## config.mk

```make
export PLATFORM = sky130hd
export DESIGN_NAME = deca_sequencer
export DESIGN_NICKNAME = d
export VERILOG_FILES = /design/src/rtl/deca_sequencer.sv
export SDC_FILE = /design/constraint.sdc
export NUM_CORES = 1
export LEC_CHECK = 0
export CORE_MARGIN = 5
export CORE_UTILIZATION = 30
export DETAILED_ROUTE_END_ITERATION = 8
export PLACE_DENSITY_LB_ADDON = 0.1
export SYNTH_ARGS = -nofsm -noshare
export SYNTH_HDL_FRONTEND = slang
export SYNTH_SLANG_ARGS = --single-unit
```

## constraint.sdc

```tcl
create_clock -name clk -period 2.15 [get_ports clk]
set_clock_uncertainty 0.1 [all_clocks]
set_input_delay 0.215 -clock clk [delete_from_list [all_inputs] [get_ports clk]]
set_output_delay 0.215 -clock clk [all_outputs]
set_load 0.03 [all_outputs]
```

## src/rtl/deca_sequencer.sv

```systemverilog
// DECA CPU control-state sequencer: one-hot FETCH/EXEC1/EXEC2 strobes,
// optional fetch overlap on the last execute cycle, saturating perf counters.
module deca_sequencer #(
  parameter bit PIPE_EN = 1'b1,
  parameter int CNT_W   = 16
) (
  input  logic             clk,
  input  logic             rst_n,
  input  logic             run,
  input  logic             step,
  input  logic             EXTRA,
  input  logic             STP,
  input  logic             P,
  input  logic             PC_sload,
  output logic             FETCH,
  output logic             EXEC1,
  output logic             EXEC2,
  output logic             IR_load,
  output logic             BeenPipelined,
  output logic             halted,
  output logic [CNT_W-1:0] instr_count,
  output logic [CNT_W-1:0] cycle_count
);

  typedef enum logic [2:0] {
    S_IDLE,
    S_FETCH,
    S_EXEC1,
    S_EXEC2,
    S_HALT
  } state_t;

  state_t state;

  logic stop_cycle;
  logic eoi;
  logic overlap;
  logic instr_done;
  logic active;

  assign FETCH  = (state == S_FETCH);
  assign EXEC1  = (state == S_EXEC1);
  assign EXEC2  = (state == S_EXEC2);
  assign halted = (state == S_HALT);
  assign active = FETCH | EXEC1 | EXEC2;

  // STP outranks EXTRA, so an EXEC1 with STP is never an end-of-instruction cycle.
  assign stop_cycle = EXEC1 & STP;
  assign eoi        = (EXEC1 & ~STP & ~EXTRA) | EXEC2;
  assign overlap    = eoi & run & PIPE_EN & P & ~PC_sload;
  assign instr_done = eoi | stop_cycle;
  assign IR_load    = FETCH | overlap;

  always_ff @(posedge clk or negedge rst_n) begin
    if (!rst_n) begin
      state         <= S_IDLE;
      BeenPipelined <= 1'b0;
      instr_count   <= '0;
      cycle_count   <= '0;
    end else begin
      if (active && cycle_count != '1)
        cycle_count <= cycle_count + CNT_W'(1);
      if (instr_done && instr_count != '1)
        instr_count <= instr_count + CNT_W'(1);

      case (state)
        S_IDLE: begin
          BeenPipelined <= 1'b0;
          if (run || step)
            state <= S_FETCH;
        end
        S_FETCH: begin
          state <= S_EXEC1;
        end
        S_EXEC1, S_EXEC2: begin
          if (stop_cycle) begin
            state         <= S_HALT;
            BeenPipelined <= 1'b0;
          end else if (EXEC1 && EXTRA) begin
            state <= S_EXEC2;
          end else if (!run) begin
            state         <= S_IDLE;
            BeenPipelined <= 1'b0;
          end else if (overlap) begin
            state         <= S_EXEC1;
            BeenPipelined <= 1'b1;
          end else begin
            state         <= S_FETCH;
            BeenPipelined <= 1'b0;
          end
        end
        S_HALT: begin
          BeenPipelined <= 1'b0;
        end
        default: begin
          state         <= S_IDLE;
          BeenPipelined <= 1'b0;
        end
      endcase
    end
  end

endmodule

```

==> results.cfg <==
[yosys]
synth_common_cells = dfrtp_1 (36), xor2_1 (22), nor2_1 (12), nand2_1 (11), nand3_1 (10)
yosysTopAreaCell = dfrtp_1
synth_top_cell_area_share_pct = 46.6
yosysWarningCount = 0
syn-num-nets = 191
yosysUniqueCellTypes = 48
synth_area_leaders = dfrtp_1 (47%), xor2_1 (10%), nand3_1 (2.6%)
syn_area_per_cell_sq_um = 10.7
synthArstFlopShare_pct = 100
synthCells = 181
ys.flop_type = dfrtp_1
yosys.cell_count.top_type = dfrtp_1
ys_seq_elements = 36
synth_edf_count = 0
synth_area_sq_mm = 0.00193
yosysSeqAreaShare_pct = 46.6

[global_route]
grt_pass1_wl_mm = 7.71
grt_overflow = 0
first_global_vias = 1569
grt_max_degree = 37
antenna_found_initial = 0
track_usage_pct = 11.5

[layout]
drive_gt1_share_pct = 11.8
finalNetCount = 247
areaGrowthSynthToFinish_pct = 35.0
diodes = 0
n_fill_cell = 661
stdcell_count = 315

[run_status]
outcome = finished clean

[sta]
fin_crit_sh_pct = 94.9
setup_viol = 0
slew_headroom_pct = 46.1
fin_hold_ws_ps = 393
fmax_mhz = 490
period_needed_ps = 2040
worstMarginPinSlew_ps = 808
drv_slew = 0
setup_tns_ps = 0
hold_violations = 0
rsz0062_at_grt = false

[route]
wl_per_cell_um = 14.0
first_pass_iters = 4
drt-initial-drc-count = 59
vias_per_cell = 4.86
finalWirelength_mm = 4.40
drc = 0
via_count = 1530
drtAntennaViolNets = 0

[critical_path]
reg2reg_depth = 5
path_max_fanout = 10
r2r_end = instr_count[1]$_DFFE_PN0P_
r2r_setup_slack_ps = 230
timing_worst_setup_path_type = reg2out
start_kind = flip-flop
critPathLaunch = state[0]$_DFFE_PN0P_
timing.rr.start = instr_count[0]$_DFFE_PN0P_
arrival_ps = 1730
critPathCaptureType = primary output
critical_path.endpoint = FETCH
required_ps = 1840

[placed_design]
place_inst = 306
dp_hpwl_mm = 3.25
port_buffers = 45
place_congestion = 0.762

[run]
drv_cap = 0

[min_path]
holdCritPathClass = reg2reg

[clock_tree]
numClockSinks = 36
cts_buffers = 5
root_buffer = clkbuf_8
post-cts-setup-buffers = 0
worstSkewPairLatency_ps = 290
tritoncts = yes
cts_max_path_buffers = 2
clk_pin_slew_ps = 70
htree_levels = 2

[die]
fp.dieH_um = 90.3
core_area_sq_mm = 0.00631
rows = 29
die_area_sq_mm = 0.00815
start_util_pct = 30.6
io_pins = 46
fp.dieW_um = 90.3

[power_and_ir_drop]
p_comb_share_pct = 44.4
p_per_area_mw_per_mm2 = 1110
netSwitchingPower_w = 0.00116
pwr-share-clk_pct = 20.7
seq_power_share_pct = 34.8
p_int_w = 0.00172
total_power_w = 0.00288
ir_drop_uv = 672
sw_frac_of_total_pct = 40.4
p_leak_nw = 1.18
## sequential cells by signal, indices dropped and copies added, names as in the netlist
name / flops
BeenPipelined: 1
state: 3
cycle_count: 16
instr_count: 16
## critical path, cell delays in order (launching register included)
cell	delay, ps
dfrtp_1	540
nand2b_1	130
nor2_1	100
clkdlybuf4s50_1	680
## repair_timing
item / CTS / global route
endpoints found under the hold margin: 36 / 0
endpoints found under the setup margin: 2 / 1
hold buffers: 1 / 0
resized for setup: 2 / 1
## cell type report
type | instances | area [sq um] | share of cell area [%]
Sequential cell | 36 | 901 | 34.5
Inverter | 4 | 15.0 | 0.575
Clock inverter | 2 | 35.0 | 1.34
Clock buffer | 6 | 72.6 | 2.78
Multi-Input combinational cell | 136 | 975 | 37.3
Tap cell | 77 | 96.3 | 3.69
Timing Repair Buffer | 54 | 515 | 19.8
## per-layer routing
layer	part of all wire, %	GRT usage, %	up-vias
met5	0	0	-
met3	4.6	3.00	6
met1	46	15.0	731
met2	48	18.2	29
li1	-	-	764
met4	1.3	4.47	0
## worst min path at each step
stage                               startpoint                          to  slack [ps]  depth (start not counted)
finish              cycle_count[4]$_DFFE_PN0P_  cycle_count[4]$_DFFE_PN0P_         390                          1
global route        cycle_count[4]$_DFFE_PN0P_  cycle_count[4]$_DFFE_PN0P_         430                          1
CTS                 cycle_count[4]$_DFFE_PN0P_  cycle_count[4]$_DFFE_PN0P_         400                          1
detailed placement                       rst_n  instr_count[5]$_DFFE_PN0P_         270                          1
global placement                         rst_n  instr_count[2]$_DFFE_PN0P_         270                          1
floorplan                                rst_n   BeenPipelined$_DFFE_PN0P_        -180                          0
## power groups by stage
| stage | registers [W] | logic, W | clock network, W |
|---|---|---|---|
| finish | 0.00101 | 0.00128 | 0.000598 |
| global route | 0.00104 | 0.00139 | 0.000651 |
| CTS | 0.00101 | 0.00131 | 0.000624 |
| detailed placement | 0.00102 | 0.00132 | 0 |
| global placement | 0.00102 | 0.00131 | 0 |
| floorplan | 0.00121 | 0.000623 | 0 |
## logic make-up after synthesis
family                   count (synthesis)  synth area share [%]
adder cells (fa/ha/maj)                  2                  1.29
multiplexers                             5                  3.24
flip-flops                              36                  46.6
AND/OR/NAND/NOR                         85                  27.9
XOR/XNOR                                26                  11.8
AO/OA/AOI/OAI                           18                  6.21
buffers and inverters                    9                  2.98
## placed cells by master, fill, tap and decap left out, types with 3 or more instances in the layout
cell type,count
clkdlybuf4s50_1,41
o21ai_0,3
nor3b_1,3
nand3_1,10
nand4_1,6
nor3_1,8
nand2b_1,6
nor4_1,6
xnor2_1,4
buf_4,8
clkbuf_8,5
nand2_1,11
inv_1,4
a21oi_1,5
xor2_1,22
and3_1,3
nor2_1,12
dfrtp_1,36
## stage by stage
| step | worst slack [ps] | util (%) | instance area (sq um) |
|---|---|---|---|
| final | 109 | 41.3 | 2610 |
| after global routing | 12.6 | 41.3 | 2610 |
| after CTS | 20.0 | 41.3 | 2610 |
| after detailed placement | 23.2 | 39.5 | 2490 |
| after global placement | 70.0 | 39.5 | 2490 |
| after floorplan | 129 | - | 1930 |
(Power assumes the default switching activity.)
